<file path="src/rtl/wb_uart_tx_fifo.sv">
// Wishbone byte FIFO that paces one-cycle strobes to a UART transmitter.
// A frame-time hold-off counter keeps strobes apart because the transmitter has no busy output.
module wb_uart_tx_fifo #(
   parameter int TICKS_PER_BAUD = 8,
   parameter int DEPTH_LOG2     = 4
) (
   input  logic       wb_clk_i,
   input  logic       wb_rst_i,
   input  logic       wb_cyc_i,
   input  logic       wb_stb_i,
   input  logic       wb_we_i,
   input  logic [7:0] wb_dat_i,
   output logic [7:0] wb_dat_o,
   output logic       wb_ack_o,
   output logic       tx_stb_o,
   output logic [7:0] tx_dat_o
);

   localparam int          DEPTH       = 1 << DEPTH_LOG2;
   localparam logic [11:0] FRAME_TICKS = 12'(10 * TICKS_PER_BAUD);

   logic [7:0]            mem [DEPTH];
   logic [DEPTH_LOG2-1:0] wr_ptr;
   logic [DEPTH_LOG2-1:0] rd_ptr;
   logic [DEPTH_LOG2:0]   level;
   logic [11:0]           holdoff;

   logic       full;
   logic       empty;
   logic       req;
   logic       push;
   logic       rd_acc;
   logic       pop;
   logic [7:0] status;

   assign full   = (level == (DEPTH_LOG2 + 1)'(DEPTH));
   assign empty  = (level == '0);
   // The !wb_ack_o term keeps a strobe held through its ack cycle from being taken twice.
   assign req    = wb_cyc_i & wb_stb_i & ~wb_ack_o;
   assign push   = req & wb_we_i & ~full;
   assign rd_acc = req & ~wb_we_i;
   assign pop    = (holdoff == '0) & ~empty;
   assign status = {full, empty, 6'(level)};

   always_ff @(posedge wb_clk_i) begin
      if (push) mem[wr_ptr] <= wb_dat_i;
   end

   always_ff @(posedge wb_clk_i or posedge wb_rst_i) begin
      if (wb_rst_i) begin
         wr_ptr   <= '0;
         rd_ptr   <= '0;
         level    <= '0;
         holdoff  <= '0;
         wb_ack_o <= 1'b0;
         wb_dat_o <= '0;
         tx_stb_o <= 1'b0;
         tx_dat_o <= '0;
      end else begin
         wb_ack_o <= push | rd_acc;
         if (rd_acc) wb_dat_o <= status;
         if (push) wr_ptr <= wr_ptr + 1'b1;

         case ({push, pop})
            2'b10:   level <= level + 1'b1;
            2'b01:   level <= level - 1'b1;
            default: level <= level;
         endcase

         tx_stb_o <= pop;
         if (pop) begin
            tx_dat_o <= mem[rd_ptr];
            rd_ptr   <= rd_ptr + 1'b1;
            holdoff  <= FRAME_TICKS;
         end else if (holdoff != '0) begin
            holdoff  <= holdoff - 1'b1;
         end
      end
   end

endmodule

</file>
<file path="config.mk">
export PLATFORM = sky130hd
export DESIGN_NAME = wb_uart_tx_fifo
export DESIGN_NICKNAME = d
export VERILOG_FILES = /design/src/rtl/wb_uart_tx_fifo.sv
export SDC_FILE = /design/constraint.sdc
export NUM_CORES = 1
export LEC_CHECK = 0
export CORE_MARGIN = 2
export CORE_UTILIZATION = 54
export CTS_CLUSTER_DIAMETER = 60
export DETAILED_ROUTE_END_ITERATION = 12
export PLACE_DENSITY = 0.84
export SLEW_MARGIN = 20
export SYNTH_ARGS = -nofsm -noshare
export SYNTH_HDL_FRONTEND = slang
export SYNTH_SLANG_ARGS = --single-unit
</file>
<file path="constraint.sdc">
create_clock -name wb_clk_i -period 3.1 [get_ports wb_clk_i]
set_clock_uncertainty 0.15 [all_clocks]
set_input_delay 0.775 -clock wb_clk_i [delete_from_list [all_inputs] [get_ports wb_clk_i]]
set_output_delay 0.775 -clock wb_clk_i [all_outputs]
set_load 0.01 [all_outputs]
</file>
# [Yosys cells after proc, flatten, opt, wreduce, memory -nomap -nowiden]
# Memories as Yosys holds them, arrays and structs flattened. A register that Yosys moved wholly into a read port is not among the register bits.
# Index checks and enable logic that the tools add are counted.
[word_totals] reg_bits=34 ram_bits=128 output_inout_bits=18 memories=1
[classes] n_addsub=5 n_eq_ne=3 muxes=5 bitwise=11 reduce_logical=5
[mem_list] name="mem" words=16 word_bits=8 read_ports=1 rd_ports_with_merged_regs=1 write_ports=1 line="22" source="logic [7:0] mem [DEPTH];"
[op_table] operator="two-way mux 12 bit" n=2
[op_table] operator="zero test 12 bit" n=1
[op_table] operator="nonzero test 12 bit" n=1
[op_table] operator="subtractor 12 x 1 -> 12 bit (second input constant)" n=1
[op_table] operator="case mux 5 bit (2 select lines)" n=1
[op_table] operator="adder 4 x 1 -> 4 bit (second input constant)" n=2
[op_table] operator="AND 1 bit" n=6
[op_table] operator="adder 5 x 1 -> 5 bit (second input constant)" n=1
[op_table] operator="equality test 5 bit (second input constant)" n=1
[op_table] operator="zero test 5 bit" n=1
[op_table] operator="subtractor 5 x 1 -> 5 bit (second input constant)" n=1
[op_table] operator="inverter 1 bit" n=4
[op_table] operator="nonzero test 2 bit" n=2
[op_table] operator="equality test 2 x 1 -> 1 bit (second input constant)" n=1
[op_table] operator="equality test 2 bit (second input constant)" n=1
[op_table] operator="two-way mux 1 bit" n=2
[op_table] operator="OR 1 bit" n=1

# [Depth between registers and ports, before layout]
# Gate-level depths: netlist of the first run.
[depth] depth_word=6 mapped_depth=13

# [Worst setup path before layout of the first run]
# No wires, ideal clock.
[synth_path] path_kind="input -> register" startpoint="in wb_cyc_i" endpoint="reg level[4]" setup_time_ns=0.123 t_arrival_ns=2.885 required_ns=2.827 slack_ns=-0.057 cell_stages=12 cell_sequence="nand2_1 a2111oi_0 buf_2 inv_1 ha_1 clkbuf_1 xor2_1 ha_1 o211a_1 o31ai_1 a31oi_1 xnor2_1"
[synth_via] elab_chain_len=6 word_cells_on_any_way=8
[synth_lines] element="from (decl)" line="9" source="input logic wb_cyc_i,"
[synth_lines] element="AND 1 bit * (2 in series)" line="39" source="assign req = wb_cyc_i & wb_stb_i & ~wb_ack_o;"
[synth_lines] element="AND 1 bit * (2 in series)" line="40" source="assign push = req & wb_we_i & ~full;"
[synth_lines] element="equality test 2 x 1 -> 1 bit or equality test 2 bit (tied branches)" line="64" source="case ({push, pop})"
[synth_lines] element="case mux 5 bit (2 select lines) or nonzero test 2 bit (tied branches)"
[synth_lines] element="to (signal assigned)" line="65" source="2'b10: level <= level + 1'b1;"
[synth_lines] element="to (signal assigned)" line="66" source="2'b01: level <= level - 1'b1;"
[synth_lines] element="to (signal assigned)" line="67" source="default: level <= level;"
[synth_lines] element="to (decl)" line="25" source="logic [DEPTH_LOG2:0] level;"
# Every way passes the cells marked *; elsewhere a longest branch is shown, timed or not.
# A chain may end at the register's enable or synchronous reset.

# [Final worst setup path of the first run]
# Same ends and word-level chain as after synthesis.

==> results.cfg, run 1 <==
[outcome]
status = finished, final reports clean

[sta]
final.min_clock_period_ns = 3.01
slew_headroom_pct = 46.4
fin_hold_ws_ns = 0.341
rsz0062_at_grt = no
post-route-period-util_pct = 97.1
hold_viol_final = 0
drv_slew = 0
finalSetupViolCount = 0
worst_slew_pin_slew_ns = 0.799
fmax_ghz = 0.332

[power_and_ir_drop]
pwr-share-seq_pct = 51.3
power.density_nw_per_um2 = 625
power.total_mw = 5.25
power.share.clock_pct = 38.3
p_sw_share_pct = 24.5
vdd_drop_max_uv = 396
power_leakage_nw = 3.03
switchingPower_mw = 1.29
combPwrFrac_pct = 10.3
p_int_mw = 3.97

[finish]
diodes = 0
final_core_util_pct = 66.4
drive_gt1_share_pct = 26.0
fin_area_um2 = 8410
fin_cells = 641
syn2layout_area_growth_pct = 19.4
nets = 480

[job]
maxCapViolations = 0

[detailed_routing]
avgViaCountPerCell = 5.99
ant_nets = 0
drtPass1Iterations = 5
route.vias.total = 3842
drc = 0
wire_per_inst_um = 22.6
totalWireLength_um = 14500
drt_iter0_markers = 383

[yosys]
synth_cells = 397
synth.cells.most_frequent = edfxtp_1 (128), dfrtp_1 (42), mux4_2 (32)
synth_ff_type = edfxtp_1
synth-seq-area-share_pct = 69.5
synth_nets = 421
synth_top_cell_by_area = edfxtp_1
yosys_warnings = 0
synth_edf_count = 128
avgSynthCellArea_um2 = 17.7
ys_ff_latch = 170
synthTopCellsByArea = edfxtp_1 (55%), dfrtp_1 (15%), mux4_2 (10%)
async_reset_ff_share_pct = 24.7
synth_most_common_cell = edfxtp_1
synth.top_cell.area_share_pct = 54.6
ys_types = 50
netlist_area_um2 = 7040

[critical_path]
cp-startpoint = wb_cyc_i
crit_fanout = 8
worstReg2RegStart = level[0]$_DFFE_PP0P_
critical_path_required_ns = 3.25
endpoint_kind = flop
cp-start-kind = primary input
crit_type = primary input to flop
arrival_ns = 3.16

[global_route]
grt_overflow = 0
grt_pass1_vias = 4015
antenna_found_initial = 0
grt_first_pass_wirelength_um = 22900
grtUsageTotal_pct = 22.3
grt_max_degree = 36

[die]
die_h_um = 118
start_util_pct = 55.6
core_area_um2 = 12700
ios = 31
chipWidth_um = 118
num_rows = 41
die_area_um2 = 14000

[placed_design]
portBuffers = 29
postPlaceCellArea_um2 = 7820
dp.cells = 609
place_hpwl_um = 8990
globalplace.congestion = 0.773

[clock_tree]
cts_htree_levels = 4
clockBufferDepth = 2
cts-root-buf = clkbuf_16
cts.clk_slew.worst_paths_ns = 0.06
cts_buffers = 17
cts_tree = done
clock-sinks = 170
cts_hold_buf = 0
clk_latency_ns = 0.42

[worst_hold_path]
hold_class = flop to flop
hold_start = tx_dat_o[0]$_DFFE_PP0N_
==> state kept, by name (all words and copies together), names as in the netlist, 4 cells and up <==
name      flops
wb_dat_o      7
level         5
holdoff      12
rd_ptr        4
tx_dat_o      8
wr_ptr        4
mem         128
==> critical path, stage by stage <==
cell	delay, ns
clkdlybuf4s50_1	0.47
nand2_1	0.10
a2111oi_4	0.35
inv_1	0.10
ha_1	0.24
buf_4	0.17
ha_1	0.31
o211a_1	0.13
o31ai_1	0.26
a31oi_1	0.11
xnor2_1	0.14
==> area by class of cell <==
type | instances | area [um2]
flip-flops and latches | 170 | 4900
clock inverters | 13 | 131
fillers | 807 | 4260
repair buffers | 59 | 641
multi-input cells | 193 | 2040
well taps | 172 | 215
clock buffers | 19 | 433
inverters | 15 | 56.3
==> cells in the final DEF, fill, tap and decap left out, types with 3 or more instances in the layout <==
| master | count |
|---|---|
| o21ai_0 | 6 |
| nand2_1 | 19 |
| nor3_1 | 6 |
| ha_1 | 11 |
| buf_12 | 10 |
| nand4_1 | 3 |
| inv_6 | 5 |
| mux2i_1 | 16 |
| nor4_1 | 3 |
| xnor2_1 | 11 |
| clkinv_4 | 3 |
| o221ai_2 | 8 |
| nor2_1 | 12 |
| mux2_2 | 7 |
| xor2_1 | 8 |
| edfxtp_1 | 128 |
| dfrtp_1 | 41 |
| clkbuf_16 | 17 |
| buf_4 | 20 |
| and2_1 | 8 |
| clkdlybuf4s50_1 | 29 |
| a21oi_1 | 6 |
| inv_1 | 13 |
| nand3_1 | 5 |
| mux4_2 | 32 |
==> final timing paths <==
| path | end | slack (ns) | cells after the start |
|---|---|---|---|
| max in group asynchronous | rd_ptr[0]$_DFFE_PP0N_ | 1.68 | 3 |
| max | level[4]$_DFFE_PP0P_ | 0.09 | 11 |
| min reg2reg | tx_dat_o[0]$_DFFE_PP0N_ | 0.34 | 2 |
| min | tx_dat_o[0]$_DFFE_PP0N_ | 0.34 | 2 |
| min in group asynchronous | wr_ptr[2]$_DFFE_PP0P_ | 0.58 | 2 |
| max reg2reg | level[4]$_DFFE_PP0P_ | 0.12 | 10 |
==> metrics by stage <==
stage                     TNS, ns  worst slack, ns
after detailed placement   -0.677           -0.308
after CTS                       0           0.0771
after global routing            0           0.0303
after global placement     -0.260           -0.163
final                           0           0.0904
after floorplan                 0          0.00555
==> metal layers <==
metal,share of wire [%],wire length [um],track usage (%)
met2,53,7710,37.2
met3,5.8,839,5.50
met1,39,5600,28.2
met5,0,0,0
met4,2.3,332,8.73
==> power groups by stage <==
stage	logic [mW]	clock network, mW	registers (mW)
2_1_floorplan	0.296	0	2.71
3_3_place_gp	0.496	0	2.72
3_5_place_dp	0.532	0	2.74
4_1_cts	0.543	2.04	2.69
5_1_grt	0.596	2.14	2.71
6_report	0.544	2.01	2.70
==> logic make-up (layout without fill, tap and decap cells) <==
logic type	count (synthesis)	count (layout)	synth area share (%)
AO/OA/AOI/OAI	30	30	3.73
XOR/XNOR	19	19	2.36
adder cells (fa/ha/maj)	11	11	1.95
buffers and inverters	34	106	2.08
flip-flops	170	170	69.5
multiplexers	55	55	13.6
other	1	1	0.0532
AND/OR/NAND/NOR	77	77	6.70
==> what timing repair did <==
item,4_1_cts,5_1_grt
buffers inserted,0,0
gates resized for setup,0,3
setup endpoints to repair,0,1
(Power assumes the default switching activity.)
==> run 2: changes to the inputs <==
Settings changed: CORE_UTILIZATION 54 to 55, PLACE_DENSITY 0.84 to 0.82, SKIP_CTS_REPAIR_TIMING from default to 1.
Clock period 3.1 ns to 3.5 ns, I/O delays scaled along.
==> results.cfg, run 2 (synthesis gave the netlist of run 1 again) <==
[critical_path]
slowest_stage = clkdlybuf4s50_1
worstPathCellList = clkdlybuf4s50_1 -> nand2_1 -> a2111oi_2 -> inv_1 -> ha_1 -> buf_4 -> ha_1 -> o211a_1 -> o31ai_1 -> a31oi_1 -> xnor2_1
cp-start-kind = primary input
worstReg2RegStart = level[1]$_DFFE_PP0P_
crit_type = primary input to flop
path_depth = 11
cp-startpoint = wb_cyc_i
rr_worst_depth = 10
crit_end = level[4]$_DFFE_PP0P_
reg2reg_to = level[4]$_DFFE_PP0P_
crit_top_cell = ha_1
cpLargestDelayFamily = compound AO/OA/AOI/OAI gates
path_buf_inv = 3
arrival_ns = 3.22
endpoint_kind = flop
rrSetupSlack_ns = 0.47
critPathMaxStageDelay_ns = 0.46
crit_fanout = 8
critical_path_required_ns = 3.66

[clock_tree]
cts.clk_slew.worst_paths_ns = 0.06
clock-sinks = 170
clockBufferDepth = 2
cts_htree_levels = 4
clk_latency_ns = 0.43
cts_buffers = 17
cts-root-buf = clkbuf_16
cts_tree = done

[finish]
n_fill_cell = 808
largest_register_ffs = 128
top_register = mem
layout_commonest_cell = edfxtp_1
diodes = 0
reg_top3 = mem (128), holdoff (12), tx_dat_o (8)
syn2layout_area_growth_pct = 16.5
nets = 464
drive_gt1_share_pct = 23.6
final_core_util_pct = 65.3
final_cell_mix = edfxtp_1 (128), dfrtp_1 (41), mux4_2 (32)

[sta]
worst_slew_pin_slew_ns = 1.08
post-route-period-util_pct = 87.5
hold_viol_final = 0
slew_headroom_pct = 28.3
final.min_clock_period_ns = 3.06
finalSetupViolCount = 0
rsz0062_at_grt = no
drv_slew = 0
fin_hold_ws_ns = 0.354
fmax_ghz = 0.327

[detailed_routing]
drt_iter0_markers = 255
drc = 0
totalWireLength_um = 13200
ant_nets = 0
avgViaCountPerCell = 5.85
wire_per_inst_um = 21.0
route.vias.total = 3658
drtPass1Iterations = 5

[global_route]
grt_first_pass_wirelength_um = 20700
grt_max_degree = 25
antenna_found_initial = 0
grt_pass1_vias = 3777
grtUsageTotal_pct = 21.1
grt_overflow = 0

[placed_design]
globalplace.congestion = 0.816
place_hpwl_um = 8350
portBuffers = 29

[power_and_ir_drop]
vdd_drop_max_uv = 317
power.share.clock_pct = 40.6
switchingPower_mw = 1.17
pwr-share-seq_pct = 50.7
power_leakage_nw = 2.93
power.density_nw_per_um2 = 577
p_int_mw = 3.57
combPwrFrac_pct = 8.7
p_sw_share_pct = 24.7

[die]
core_area_um2 = 12600
num_rows = 41
die_h_um = 117
start_util_pct = 56.0
ios = 31
chipWidth_um = 117
die_area_um2 = 13700

[outcome]
status = finished, final reports clean

[worst_hold_path]
hold_class = flop to flop
min_path_cells = 1

[job]
maxCapViolations = 0
[run 2: power groups by stage]
stage	Sequential, mW	Combinational, mW	Clock [mW]
floorplan	2.40	0.261	0
global placement	2.43	0.388	0
detailed placement	2.44	0.411	0
CTS	2.40	0.417	1.94
global route	2.42	0.453	2.02
finish	2.40	0.413	1.92
[run 2: final cells by class]
cell class / instances / area, um2 / share of cell area (%)
clock buffer: 18 / 429 / 5.23
clock inverter: 14 / 180 / 2.20
inverter: 15 / 56.3 / 0.686
multi-input combinational: 193 / 2010 / 24.5
sequential: 170 / 4900 / 59.7
tap: 172 / 215 / 2.62
timing repair buffer: 43 / 420 / 5.12
[run 2: metrics by stage]
| step | setup TNS [ns] | power (mW) | std cells | setup WS [ns] | cell area (um2) |
|---|---|---|---|---|---|
| 2_1_floorplan | 0 | 2.66 | 397 | 0.243 | 7040 |
| 3_3_place_gp | 0 | 2.82 | 593 | 0.0970 | 7600 |
| 3_5_place_dp | -0.00743 | 2.85 | 593 | -0.00743 | 7600 |
| 4_1_cts | 0 | 4.75 | 625 | 0.419 | 8210 |
| 5_1_grt | 0 | 4.89 | 625 | 0.282 | 8210 |
| 6_report | 0 | 4.74 | 625 | 0.438 | 8210 |
[run 2: how the worst min path moves through the flow]
| stage | startpoint | end | slack (ns) |
|---|---|---|---|
| 3_3_place_gp | tx_dat_o[6]$_DFFE_PP0N_ | tx_dat_o[6]$_DFFE_PP0N_ | 0.32 |
| 3_5_place_dp | tx_dat_o[6]$_DFFE_PP0N_ | tx_dat_o[6]$_DFFE_PP0N_ | 0.33 |
| 6_report | holdoff[10]$_DFFE_PP0P_ | holdoff[10]$_DFFE_PP0P_ | 0.35 |
| 2_1_floorplan | holdoff[10]$_DFFE_PP0P_ | holdoff[10]$_DFFE_PP0P_ | 0.31 |
| 4_1_cts | tx_dat_o[6]$_DFFE_PP0N_ | tx_dat_o[6]$_DFFE_PP0N_ | 0.36 |
| 5_1_grt | holdoff[10]$_DFFE_PP0P_ | holdoff[10]$_DFFE_PP0P_ | 0.38 |
[run 2: per-layer routing]
layer	up-vias	track usage [%]	routed length, um
met2	128	32.7	6470
met1	1866	28.9	5560
met4	0	10.5	350
li1	1638	-	-
met3	26	4.12	770
met5	-	0	0
==> run 3: changes to the inputs <==
Clock period 3.5 ns to 3.6 ns, I/O delays scaled along.
==> results.cfg, run 3 (synthesis gave the netlist of run 1 again) <==
[finish]
diodes = 0
top_register = mem
fin_area_um2 = 8220
layout_commonest_cell = edfxtp_1
n_fill_cell = 848
final_cell_mix = edfxtp_1 (128), dfrtp_1 (41), mux4_2 (32)
multi_input_area_um2 = 2010
final_core_util_pct = 65.4
regArea_um2 = 4900
reg_top3 = mem (128), holdoff (12), tx_dat_o (8)
fin_cells = 630
syn2layout_area_growth_pct = 16.7
nets = 469
drive_gt1_share_pct = 24.0
largest_register_ffs = 128

[detailed_routing]
totalWireLength_um = 13100
wire_per_inst_um = 20.7
drc = 0
ant_nets = 0
route.vias.total = 3667
avgViaCountPerCell = 5.82
drt_iter0_markers = 245
drtPass1Iterations = 4

[worst_hold_path]
holdPathEnd = holdoff[10]$_DFFE_PP0P_
hold_class = flop to flop
min_path_cells = 1
hold_start = holdoff[10]$_DFFE_PP0P_

[critical_path]
reg2reg_to = level[4]$_DFFE_PP0P_
cp-start-kind = primary input
cpLargestDelayFamily = compound AO/OA/AOI/OAI gates
critPathMaxStageDelay_ns = 0.45
crit_fanout = 8
crit_top_cell = ha_1
slowest_stage = clkdlybuf4s50_1
worstReg2RegStart = level[1]$_DFFE_PP0P_
arrival_ns = 3.23
path_buf_inv = 3
rrSetupSlack_ns = 0.56
crit_type = primary input to flop
critical_path_required_ns = 3.75
endpoint_kind = flop
rr_worst_depth = 10
worstPathCellList = clkdlybuf4s50_1 -> nand2_1 -> a2111oi_2 -> inv_1 -> ha_1 -> buf_4 -> ha_1 -> o211a_1 -> o31ai_1 -> a31oi_1 -> xnor2_1

[clock_tree]
clockBufferDepth = 2
clk_latency_ns = 0.43
cts_tree = done
cts-root-buf = clkbuf_16
cts_buffers = 17
cts_htree_levels = 4
clock-sinks = 170
cts.clk_slew.worst_paths_ns = 0.06

[power_and_ir_drop]
vdd_drop_max_uv = 325
power_leakage_nw = 2.94
power.total_mw = 4.53
power.density_nw_per_um2 = 551

[sta]
slew_headroom_pct = 24.6
final.min_clock_period_ns = 3.08
finalSetupViolCount = 0
fmax_ghz = 0.325
drv_slew = 0
hold_viol_final = 0
finalSetupTns_ns = 0
post-route-period-util_pct = 85.4
rsz0062_at_grt = no
worst_slew_pin_slew_ns = 1.13

[placed_design]
globalplace.congestion = 0.845
portBuffers = 29
place_hpwl_um = 8590
postPlaceCellArea_um2 = 7630
dp.cells = 598

[die]
start_util_pct = 56.0
chipWidth_um = 117
core_area_um2 = 12600
ios = 31
die_h_um = 117
num_rows = 41
die_area_um2 = 13700

[global_route]
antenna_found_initial = 0
grt_max_degree = 28
grt_pass1_vias = 3751
grt_first_pass_wirelength_um = 20600
grtUsageTotal_pct = 21.1
grt_overflow = 0

[job]
maxCapViolations = 0

[outcome]
status = finished, final reports clean
-- run 3: layer usage --
metal | track usage [%] | share of wire, %
met5 | 0 | 0
met4 | 8.16 | 2.0
met3 | 5.66 | 6.3
met2 | 32.3 | 49
met1 | 29.5 | 43
-- run 3: final cells by class --
| class | instances | area share, % |
|---|---|---|
| sequential | 170 | 59.6 |
| timing repair buffer | 48 | 5.57 |
| tap | 172 | 2.62 |
| inverter | 15 | 0.685 |
| clock buffer | 21 | 5.48 |
| clock inverter | 11 | 1.66 |
| multi-input combinational | 193 | 24.4 |
-- run 3: through the flow --
| step | worst slack (ns) | hold slack [ns] |
|---|---|---|
| finish | 0.524 | 0.339 |
| global route | 0.345 | 0.369 |
| CTS | 0.533 | 0.342 |
| detailed placement | 0.0773 | 0.330 |
| global placement | 0.175 | 0.327 |
| floorplan | 0.318 | 0.310 |
-- run 3: worst max path at each step --
stage | startpoint | endpoint | slack [ns] | cells past startpoint
after global placement | wb_cyc_i | level[4]$_DFFE_PP0P_ | 0.17 | 11
after global routing | level[1]$_DFFE_PP0P_ | level[4]$_DFFE_PP0P_ | 0.35 | 10
final | wb_cyc_i | level[4]$_DFFE_PP0P_ | 0.52 | 11
after detailed placement | wb_cyc_i | level[4]$_DFFE_PP0P_ | 0.08 | 11
after floorplan | wb_cyc_i | level[4]$_DFFE_PP0P_ | 0.32 | 12
after CTS | wb_stb_i | level[4]$_DFFE_PP0P_ | 0.53 | 11
-- run 3: where the power goes --
group / switching [mW] / total [mW] / internal (mW)
clock: 0.740 / 1.79 / 1.05
sequential: 0.122 / 2.34 / 2.22
combinational: 0.201 / 0.395 / 0.194
total: 1.06 / 4.53 / 3.47
